[src/rtl/uart_pkg.sv]
// Shared frame-format constants, FSM state encodings and helper functions
// for the FIFO-buffered UART.
package uart_pkg;

  localparam int PARITY_NONE = 0;
  localparam int PARITY_ODD  = 1;
  localparam int PARITY_EVEN = 2;

  typedef enum logic [2:0] {
    TX_IDLE,
    TX_START,
    TX_DATA,
    TX_PARITY,
    TX_STOP
  } tx_state_t;

  typedef enum logic [2:0] {
    RX_IDLE,
    RX_START,
    RX_DATA,
    RX_PARITY,
    RX_STOP,
    RX_WAIT_HIGH
  } rx_state_t;

  function automatic int clk_per_bit(input int clk_hz, input int baud);
    return clk_hz / baud;
  endfunction

  // Data narrower than 8 bits is zero-extended, which leaves the XOR unchanged.
  function automatic logic parity_bit(input logic [7:0] data, input int mode);
    return (mode == PARITY_ODD) ? ~(^data) : (^data);
  endfunction

endpackage

[src/rtl/uart_sync_fifo.sv]
// Single-clock first-word fall-through FIFO with a separate occupancy counter.
// Push when full and pop when empty are ignored.
module uart_sync_fifo
  import uart_pkg::*;
#(
  parameter int WIDTH = 8,
  parameter int DEPTH = 16
) (
  input  logic                   clk,
  input  logic                   rst_n,
  input  logic                   push,
  input  logic [WIDTH-1:0]       push_data,
  input  logic                   pop,
  output logic [WIDTH-1:0]       pop_data,
  output logic                   full,
  output logic                   empty,
  output logic [$clog2(DEPTH):0] count
);

  localparam int AW = $clog2(DEPTH);

  logic [WIDTH-1:0] mem [DEPTH];
  logic [AW-1:0]    wr_ptr;
  logic [AW-1:0]    rd_ptr;
  logic             do_push;
  logic             do_pop;

  assign full     = (count == (AW+1)'(DEPTH));
  assign empty    = (count == '0);
  assign do_push  = push && !full;
  assign do_pop   = pop && !empty;
  assign pop_data = mem[rd_ptr];

  always_ff @(posedge clk or negedge rst_n) begin
    if (!rst_n) begin
      wr_ptr <= '0;
      rd_ptr <= '0;
      count  <= '0;
    end else begin
      if (do_push) wr_ptr <= wr_ptr + 1'b1;
      if (do_pop)  rd_ptr <= rd_ptr + 1'b1;
      if (do_push && !do_pop)      count <= count + 1'b1;
      else if (do_pop && !do_push) count <= count - 1'b1;
    end
  end

  always_ff @(posedge clk) begin
    if (do_push) mem[wr_ptr] <= push_data;
  end

endmodule

[src/rtl/uart_fifo_transceiver.sv]
// Full-duplex UART with TX/RX FIFOs. Fabric side: push on tx_valid && tx_ready,
// pop on rx_valid && rx_ready; a transfer happens on the clock edge where both are high.
module uart_fifo_transceiver
  import uart_pkg::*;
#(
  parameter int CLK_HZ     = 100_000_000,
  parameter int BAUD       = 115200,
  parameter int DATA_BITS  = 8,
  parameter int PARITY     = 0,
  parameter int STOP_BITS  = 1,
  parameter int FIFO_DEPTH = 16
) (
  input  logic                        clk,
  input  logic                        rst_n,
  input  logic [DATA_BITS-1:0]        tx_data,
  input  logic                        tx_valid,
  output logic                        tx_ready,
  output logic [DATA_BITS-1:0]        rx_data,
  output logic                        rx_frame_err,
  output logic                        rx_parity_err,
  output logic                        rx_valid,
  input  logic                        rx_ready,
  output logic                        rx_overflow,
  output logic [$clog2(FIFO_DEPTH):0] tx_count,
  output logic [$clog2(FIFO_DEPTH):0] rx_count,
  output logic                        tx_busy,
  output logic                        uart_tx,
  input  logic                        uart_rx
);

  localparam int CPB   = clk_per_bit(CLK_HZ, BAUD);
  localparam int CNT_W = $clog2(CPB) + 1;
  localparam logic [CNT_W-1:0] BIT_LAST = CNT_W'(CPB - 1);
  localparam logic [CNT_W-1:0] BIT_MID  = CNT_W'(CPB / 2);

  logic [DATA_BITS-1:0]   tx_head;
  logic                   tx_full, tx_empty, tx_pop;
  logic [DATA_BITS+1:0]   rx_head, rx_entry;
  logic                   rx_full, rx_empty, rx_push;

  uart_sync_fifo #(.WIDTH(DATA_BITS), .DEPTH(FIFO_DEPTH)) u_tx_fifo (
    .clk(clk), .rst_n(rst_n), .push(tx_valid), .push_data(tx_data), .pop(tx_pop),
    .pop_data(tx_head), .full(tx_full), .empty(tx_empty), .count(tx_count)
  );

  uart_sync_fifo #(.WIDTH(DATA_BITS + 2), .DEPTH(FIFO_DEPTH)) u_rx_fifo (
    .clk(clk), .rst_n(rst_n), .push(rx_push), .push_data(rx_entry), .pop(rx_ready),
    .pop_data(rx_head), .full(rx_full), .empty(rx_empty), .count(rx_count)
  );

  assign tx_ready      = !tx_full;
  assign rx_valid      = !rx_empty;
  assign rx_data       = rx_head[DATA_BITS-1:0];
  assign rx_parity_err = rx_head[DATA_BITS];
  assign rx_frame_err  = rx_head[DATA_BITS+1];

  tx_state_t            tx_state, tx_state_d;
  logic [CNT_W-1:0]     tx_cnt, tx_cnt_d;
  logic [2:0]           tx_idx, tx_idx_d;
  logic [DATA_BITS-1:0] tx_shift, tx_shift_d;
  logic                 tx_par, tx_par_d, tx_line_d, tx_load, tx_bit_end;

  assign tx_bit_end = (tx_cnt == BIT_LAST);
  assign tx_busy    = (tx_state != TX_IDLE) || !tx_empty;

  always_ff @(posedge clk or negedge rst_n) begin
    if (!rst_n) begin
      tx_state <= TX_IDLE;
      tx_cnt   <= '0;
      tx_idx   <= '0;
      tx_shift <= '0;
      tx_par   <= 1'b0;
      uart_tx  <= 1'b1;
    end else begin
      tx_state <= tx_state_d;
      tx_cnt   <= tx_cnt_d;
      tx_idx   <= tx_idx_d;
      tx_shift <= tx_shift_d;
      tx_par   <= tx_par_d;
      uart_tx  <= tx_line_d;
    end
  end

  // tx_line_d is the level for the bit that begins on the next edge.
  always_comb begin
    tx_state_d = tx_state;
    tx_cnt_d   = tx_bit_end ? '0 : tx_cnt + 1'b1;
    tx_idx_d   = tx_idx;
    tx_shift_d = tx_shift;
    tx_par_d   = tx_par;
    tx_line_d  = uart_tx;
    tx_load    = 1'b0;
    tx_pop     = 1'b0;
    case (tx_state)
      TX_IDLE: begin
        tx_cnt_d  = '0;
        tx_line_d = 1'b1;
        tx_load   = !tx_empty;
      end
      TX_START: if (tx_bit_end) begin
        tx_state_d = TX_DATA;
        tx_idx_d   = '0;
        tx_line_d  = tx_shift[0];
      end
      TX_DATA: if (tx_bit_end) begin
        tx_shift_d = tx_shift >> 1;
        if (tx_idx == 3'(DATA_BITS - 1)) begin
          if (PARITY != PARITY_NONE) begin
            tx_state_d = TX_PARITY;
            tx_line_d  = tx_par;
          end else begin
            tx_state_d = TX_STOP;
            tx_idx_d   = '0;
            tx_line_d  = 1'b1;
          end
        end else begin
          tx_idx_d  = tx_idx + 1'b1;
          tx_line_d = tx_shift[1];
        end
      end
      TX_PARITY: if (tx_bit_end) begin
        tx_state_d = TX_STOP;
        tx_idx_d   = '0;
        tx_line_d  = 1'b1;
      end
      TX_STOP: if (tx_bit_end) begin
        if (tx_idx == 3'(STOP_BITS - 1)) begin
          tx_load    = !tx_empty;
          tx_state_d = TX_IDLE;
        end else begin
          tx_idx_d = tx_idx + 1'b1;
        end
      end
      default: tx_state_d = TX_IDLE;
    endcase
    if (tx_load) begin
      tx_pop     = 1'b1;
      tx_shift_d = tx_head;
      tx_par_d   = parity_bit(8'(tx_head), PARITY);
      tx_state_d = TX_START;
      tx_cnt_d   = '0;
      tx_line_d  = 1'b0;
    end
  end

  rx_state_t            rx_state, rx_state_d;
  logic [CNT_W-1:0]     rx_cnt, rx_cnt_d;
  logic [2:0]           rx_idx, rx_idx_d;
  logic [DATA_BITS-1:0] rx_shift, rx_shift_d;
  logic                 rx_perr, rx_perr_d, rx_bit_end;
  logic                 rx_meta, rx_sync, rx_prev;

  assign rx_bit_end = (rx_cnt == BIT_LAST);
  assign rx_entry   = {!rx_sync, rx_perr, rx_shift};

  always_ff @(posedge clk or negedge rst_n) begin
    if (!rst_n) begin
      rx_meta     <= 1'b1;
      rx_sync     <= 1'b1;
      rx_prev     <= 1'b1;
      rx_state    <= RX_IDLE;
      rx_cnt      <= '0;
      rx_idx      <= '0;
      rx_shift    <= '0;
      rx_perr     <= 1'b0;
      rx_overflow <= 1'b0;
    end else begin
      rx_meta     <= uart_rx;
      rx_sync     <= rx_meta;
      rx_prev     <= rx_sync;
      rx_state    <= rx_state_d;
      rx_cnt      <= rx_cnt_d;
      rx_idx      <= rx_idx_d;
      rx_shift    <= rx_shift_d;
      rx_perr     <= rx_perr_d;
      rx_overflow <= rx_push && rx_full;
    end
  end

  // After the mid-start sample the counter restarts, so later samples land on bit_end.
  always_comb begin
    rx_state_d = rx_state;
    rx_cnt_d   = rx_cnt + 1'b1;
    rx_idx_d   = rx_idx;
    rx_shift_d = rx_shift;
    rx_perr_d  = rx_perr;
    rx_push    = 1'b0;
    case (rx_state)
      RX_IDLE: begin
        rx_cnt_d = '0;
        if (rx_prev && !rx_sync) begin
          rx_state_d = RX_START;
          rx_perr_d  = 1'b0;
        end
      end
      RX_START: if (rx_cnt == BIT_MID) begin
        rx_cnt_d   = '0;
        rx_idx_d   = '0;
        rx_state_d = rx_sync ? RX_IDLE : RX_DATA;
      end
      RX_DATA: if (rx_bit_end) begin
        rx_cnt_d   = '0;
        rx_shift_d = {rx_sync, rx_shift[DATA_BITS-1:1]};
        if (rx_idx == 3'(DATA_BITS - 1))
          rx_state_d = (PARITY != PARITY_NONE) ? RX_PARITY : RX_STOP;
        else
          rx_idx_d = rx_idx + 1'b1;
      end
      RX_PARITY: if (rx_bit_end) begin
        rx_cnt_d   = '0;
        rx_perr_d  = (rx_sync != parity_bit(8'(rx_shift), PARITY));
        rx_state_d = RX_STOP;
      end
      RX_STOP: if (rx_bit_end) begin
        rx_cnt_d   = '0;
        rx_push    = 1'b1;
        rx_state_d = rx_sync ? RX_IDLE : RX_WAIT_HIGH;
      end
      RX_WAIT_HIGH: begin
        rx_cnt_d = '0;
        if (rx_sync) rx_state_d = RX_IDLE;
      end
      default: rx_state_d = RX_IDLE;
    endcase
  end

endmodule

[config.mk]
export PLATFORM = sky130hd
export DESIGN_NAME = uart_fifo_transceiver
export DESIGN_NICKNAME = d
export VERILOG_FILES = /design/src/rtl/uart_pkg.sv /design/src/rtl/uart_sync_fifo.sv /design/src/rtl/uart_fifo_transceiver.sv
export SDC_FILE = /design/constraint.sdc
export NUM_CORES = 1
export LEC_CHECK = 0
export CAP_MARGIN = 0
export CORE_ASPECT_RATIO = 0.5
export CORE_MARGIN = 10
export CORE_UTILIZATION = 35
export CTS_CLUSTER_DIAMETER = 30
export CTS_CLUSTER_SIZE = 16
export DETAILED_ROUTE_END_ITERATION = 12
export MAX_ROUTING_LAYER = met4
export SLEW_MARGIN = 20
export SYNTH_ARGS = -nofsm -noshare
export SYNTH_HDL_FRONTEND = slang
export SYNTH_SLANG_ARGS = --single-unit
[constraint.sdc]
create_clock -name clk -period 6.38 [get_ports clk]
set_clock_uncertainty 0.05 [all_clocks]
set_input_delay 0.957 -clock clk [delete_from_list [all_inputs] [get_ports clk]]
set_output_delay 0.957 -clock clk [all_outputs]
set_load 0.01 [all_outputs]
==> run_results.csv, run 1 <==
group,metric,value,unit
finish,fillCellCount,3724,
finish,antennaDiodeCount,0,
setup_path,required,5.37,ns
setup_path,cp_slowest_cell,"dfrtp_2",
setup_path,crit_type,"register to primary output",
finish,drive_gt1_share,24.2,%
setup_path,crit_path_end_kind,"primary output",
power_and_ir_drop,power.total,6.09,mW
cts,cts_resized,0,
synthesis,post-synth-top-area-cell,"edfxtp_1",
die,num_rows,53,
cts,post_cts_buffers,0,
timing,worst_pin_slew,1.10,ns
timing,max_freq,221,MHz
finish,design_area,0.0181,sq mm
finish,final_core_util,42.6,%
finish,syn2layout_area_growth,18.8,%
synthesis,async_reset_ff_share,22.2,%
setup_path,critPathLaunchType,"register",
cts,clk_pin_slew,0.06,ns
cts,clk_latency,0.58,ns
status,outcome,"complete, no violations",
cts,cts-root-buf,"clkbuf_16",
die,floorplan.initialDensity,35.9,%
synthesis,synth_nets,901,
synthesis,synth-edff-count,288,
synthesis,syn_avg_cell_area,17.7,sq um
timing,setup_viol,0,
setup_path,cp_cell_sequence,"buf_4 -> mux4_2 -> mux4_2 -> clkdlybuf4s50_1",
power_and_ir_drop,p_leak,5.84,nW
flow_run,maxCapViolCount,0,
global_routing,grt_use_total,12.4,%
synthesis,synth-seq-cells,370,
synthesis,synth_cells,860,
finish,seqCellArea,0.0107,sq mm
placement,detailed_place.area,0.0164,sq mm
synthesis,synth.distinct_cells,60,
route,drc_errors,0,
setup_path,rrSetupSlack,3.04,ns
die,io_pins,38,
route,avgRoutedWirePerCell,20.5,um
timing,hold_violations,0,
timing,relSlewSlack,26.6,%
synthesis,ys_warn_count,0,
timing,finalWorstSetupSlack,1.85,ns
route,vias,7838,
placement,port_buffers,37,
global_routing,grt_start_max_net_pins,45,
placement,post-place-cells,1453,
cts,cts_buffers,50,
synthesis,synthFlopType,"edfxtp_1",
route,first_pass_iters,4,
setup_path,critPathMaxStageDelay,0.88,ns
synthesis,syn_area,0.0153,sq mm
finish,stdcell_count,1547,
timing,min_period,4.53,ns
cts,clkSinkCount,370,
global_routing,grt_pass1_vias,8184,
power_and_ir_drop,vdd_drop_max,210,uV
placement,preCtsSetupSlack,2.35,ns
route,routed_wl,31.7,mm
timing,drv_slew,0,
setup_path,path_max_fanout,23,
die,die_w,315,um
timing,rsz0062_at_grt,"false",
worst_hold_path,hold_class,"register to register",
finish,fin_nets,969,
route,viasPerCell,5.07,
finish,multi_input_area,0.00435,sq mm
timing,fin_crit_sh,70.9,%
synthesis,synth_top_area_share,56.7,%
die,die_area,0.0529,sq mm
global_routing,antenna_found_initial,0,
synthesis,yosysSeqAreaShare,70.2,%
timing,setup_tns,0,ns
timing,holdWs,0.294,ns
placement,detailed_place_hpwl,19.3,mm
global_routing,overflow,0,
setup_path,crit_top_cell,"mux4_2",
placement,gp_routability_congestion,0.775,
route,drtIter0Drc,617,
global_routing,grt_pass1_wl,49.4,mm
synthesis,yosys-top-cells-area,"edfxtp_1 (57%), dfrtp_1 (13%), mux4_2 (12%)",
cts,cts_buffer_depth,3,
setup_path,arrival,3.52,ns
route,ant_nets,0,
cts,cts_hold_buf,0,
power_and_ir_drop,p_per_area,336,mW/mm^2
die,die_h,168,um
cts,cts-htree-levels,2,
cts,cts_tree,"yes",
die,core,0.0425,sq mm
==> worst max-delay path: cells and delay by family, from the launching register on <==
kind	cells	cell delay [ns]
flops	1	0.88
buf+inv	2	1.00
mux	2	1.04
==> routing by layer <==
layer / global-route usage, % / up-vias / routed length, um
met4: 3.19 / 0 / 549
met5: - / - / 0
met2: 20.2 / 170 / 15800
li1: - / 3534 / -
met1: 15.7 / 4084 / 14000
met3: 2.46 / 50 / 1450
==> Yosys cell counts, drive strengths merged (3+ instances only) <==
library cell	n
nand4	9
nor3	15
xor2	14
a22oi	10
mux4	82
dfrtp	78
o21ai	22
nor2	55
buf	18
and2	7
clkbuf	21
mux2	13
mux2i	12
nand2b	7
nor2b	6
o31ai	3
xnor2	29
dfstp	4
nand2	35
a21oi	19
and3	12
and4bb	3
nand3	10
o41ai	3
a21o	5
or3	6
edfxtp	288
ha	26
inv	18
==> cell families (layout without fill, tap and decap cells) <==
family	Yosys count	in the layout	share of synthesized area (%)
buf+inv	57	167	1.53
mux	107	107	13.8
xor+xnor	44	44	2.62
flops	370	370	70.2
compound gates	77	77	3.22
simple gates	177	177	6.23
fa+ha+maj	28	28	2.39
==> registers in the layout (all words and copies together), names as in the netlist, 5 cells and up <==
name             flops
rx_cnt              11
rx_shift             8
tx_cnt              11
tx_shift             8
u_rx_fifo.count      5
u_rx_fifo.mem      160
u_tx_fifo.count      5
u_tx_fifo.mem      128
==> where the power goes <==
group          internal (mW)  total, mW  leakage, nW  switching (mW)
combinational          0.165      0.406         1.62           0.242
sequential              2.72       2.81         3.35          0.0921
clock                   1.71       2.87        0.861            1.16
total                   4.60       6.09         5.84            1.49
==> area by class of cell <==
class,count,share of cell area [%]
Sequential cell,370,59.1
Multi-Input combinational cell,433,24.0
Clock buffer,53,7.02
Tap cell,577,3.98
Timing Repair Buffer,55,2.77
Clock inverter,41,2.75
Inverter,18,0.373
==> worst paths after layout <==
check,from,to,cells after the start
min in group asynchronous,rst_n,u_tx_fifo.count[0],1
setup / recovery,u_rx_fifo.rd_ptr[0],rx_data[3],4
setup reg to reg,tx_cnt[0],u_tx_fifo.count[4],14
hold / removal,rx_meta,rx_sync,0
max in group asynchronous,rst_n,u_tx_fifo.rd_ptr[1],2
hold reg to reg,rx_meta,rx_sync,0
==> placed cells by master (no fill, tap or decap), types with 13 or more instances in the layout <==
| cell | n |
|---|---|
| mux4_2 | 82 |
| inv_1 | 18 |
| clkdlybuf4s50_1 | 36 |
| nor2_1 | 50 |
| nand2_1 | 34 |
| dfrtp_1 | 74 |
| buf_4 | 19 |
| clkbuf_16 | 50 |
| a21oi_1 | 19 |
| mux2_2 | 13 |
| edfxtp_1 | 288 |
| ha_1 | 26 |
| xor2_1 | 14 |
| o21ai_0 | 21 |
| inv_6 | 15 |
| xnor2_1 | 29 |
No activity file was read; power rests on OpenSTA's default activity.
==> inputs of run 2 (changes only) <==
Clock period 6.38 ns to 4.1 ns, I/O delays scaled along.
==> run 2 against run 1 <==
Net effect:
- total power rose by 60%
- wire length rose by 0.50%
- register-to-register slack got worse by 2.2 ns
- critical path depth did not move
- clock power rose by 64%
- non-clock buffer count rose by 20
- die area did not move
- critical path type unchanged
- critical endpoint is now rx_data[5]
==> run_results.csv, run 2 (synthesized netlist as in run 1, its figures left out) <==
group,metric,value,unit
setup_path,crit_path_start,"u_rx_fifo.rd_ptr[1]",
timing,drv_slew,0,
finish,most-common-layout-cells,"edfxtp_1 (288), mux4_2 (82), dfrtp_1 (75)",
die,floorplan.initialDensity,35.9,%
cts,cts-root-buf,"clkbuf_16",
cts,clk_latency,0.59,ns
route,routed_wl,31.9,mm
placement,detailed_place_hpwl,19.7,mm
timing,rsz0062_at_grt,"false",
setup_path,cp_slowest_cell,"dfrtp_2",
cts,clkSinkCount,370,
setup_path,crit_top_cell,"mux4_2",
route,drtIter0Drc,699,
setup_path,cp_cell_sequence,"buf_4 -> mux4_2 -> mux4_2 -> clkdlybuf4s50_1",
placement,gp_routability_congestion,0.745,
cts,cts_buffers,52,
finish,drive_gt1_share,24.9,%
global_routing,grt_start_max_net_pins,58,
finish,fin_nets,991,
finish,final_core_util,43.2,%
setup_path,crit_type,"register to primary output",
die,die_w,315,um
timing,min_period,3.64,ns
placement,port_buffers,37,
cts,cts-htree-levels,2,
setup_path,required,3.43,ns
cts,cts_resized,0,
global_routing,overflow,0,
timing,fin_crit_sh,88.9,%
die,io_pins,38,
setup_path,path_max_fanout,19,
cts,post_cts_buffers,0,
worst_hold_path,hold_class,"input pin to asynchronous set/reset pin",
die,die_area,0.0529,sq mm
status,outcome,"complete, no violations",
timing,setup_tns,0,ns
route,viasPerCell,5.09,
cts,clk_pin_slew,0.06,ns
power_and_ir_drop,power.total,9.74,mW
setup_path,timing.rr.start,"u_tx_fifo.count[1]",
cts,cts_buffer_depth,3,
cts,cts_tree,"yes",
timing,max_freq,274,MHz
setup_path,worst-path-buf-inv,2,
setup_path,crit_path_end_kind,"primary output",
global_routing,grt_pass1_vias,8248,
setup_path,critPathMaxStageDelay,0.71,ns
route,avgRoutedWirePerCell,20.3,um
finish,regMostFlops,"u_rx_fifo.mem",
cts,cts_hold_buf,0,
global_routing,grt_pass1_wl,49.6,mm
global_routing,grt_use_total,12.3,%
die,core,0.0425,sq mm
die,die_h,168,um
setup_path,arrival,2.98,ns
route,ant_nets,0,
route,first_pass_iters,5,
flow_run,maxCapViolCount,0,
finish,syn2layout_area_growth,20.3,%
power_and_ir_drop,p_per_area,531,mW/mm^2
route,vias,7989,
die,num_rows,53,
power_and_ir_drop,p_leak,5.99,nW
setup_path,critPathLaunchType,"register",
power_and_ir_drop,vdd_drop_max,339,uV
finish,antennaDiodeCount,0,
finish,reg_top3,"u_rx_fifo.mem: 160 flops, u_tx_fifo.mem: 128 flops",
finish,layout_commonest_cell,"edfxtp_1",
setup_path,worst_path_dominant_cell_family,"buffers and inverters",
finish,largest_register_ffs,160,
route,drc_errors,0,
timing,worst_pin_slew,0.953,ns
timing,setup_viol,0,
timing,hold_violations,0,
timing,relSlewSlack,36.5,%
global_routing,antenna_found_initial,0,
[run 2: cell count changes in the layout (fill, tap and decap cells not counted), moves of 2 or more]
cell,previous run,this run
clkbuf_8,1,4
inv_6,15,8
clkinv_2,3,7
bufinv_16,5,8
clkinv_8,3,0
inv_16,0,2
nor3_2,4,0
clkinvlp_4,2,5
nor3_1,10,14
clkinv_4,8,1
buf_4,19,39
clkinv_1,1,5
clkbuf_16,50,52
[run 2: area by class of cell]
| class | instances | area [sq um] |
|---|---|---|
| Timing Repair Buffer | 75 | 653 |
| Tap cell | 577 | 722 |
| Clock buffer | 59 | 1370 |
| Inverter | 18 | 67.6 |
| Clock inverter | 39 | 503 |
| Sequential cell | 370 | 10700 |
| Fill cell | 3726 | 24200 |
| Multi-Input combinational cell | 433 | 4330 |
[run 2: final timing paths]
check | end | slack [ns] | cells past startpoint
max | rx_data[5] | 0.46 | 4
min reg2reg | rx_sync | 0.31 | 0
min in group clk | rx_sync | 0.31 | 0
max in group asynchronous | rx_prev | 3.01 | 2
min | u_tx_fifo.count[0] | 0.03 | 1
max reg2reg | u_tx_fifo.count[4] | 0.83 | 13
[run 2: through the flow]
stage               std cells  setup slack, ns  hold WS, ns  instance area [sq um]
floorplan                 860             1.04        0.269                  15300
global placement         1473            0.880        0.296                  16500
detailed placement       1473            0.843        0.301                  16500
CTS                      1571            0.395       0.0532                  18400
global route             1571            0.337       0.0828                  18400
finish                   1571            0.457       0.0275                  18400
[run 2: power by group]
group	internal [mW]	switching [mW]	total [mW]
logic	0.281	0.377	0.658
registers	4.23	0.136	4.36
clock network	2.96	1.76	4.72
[run 2: layer usage]
metal  GRT usage [%]  vias up  wire [um]
li1                -     3578          -
met1            15.8     4181      14000
met2            19.8      191      15700
met3            2.74       39       1800
met5               -        -          0
met4            2.88        0        387
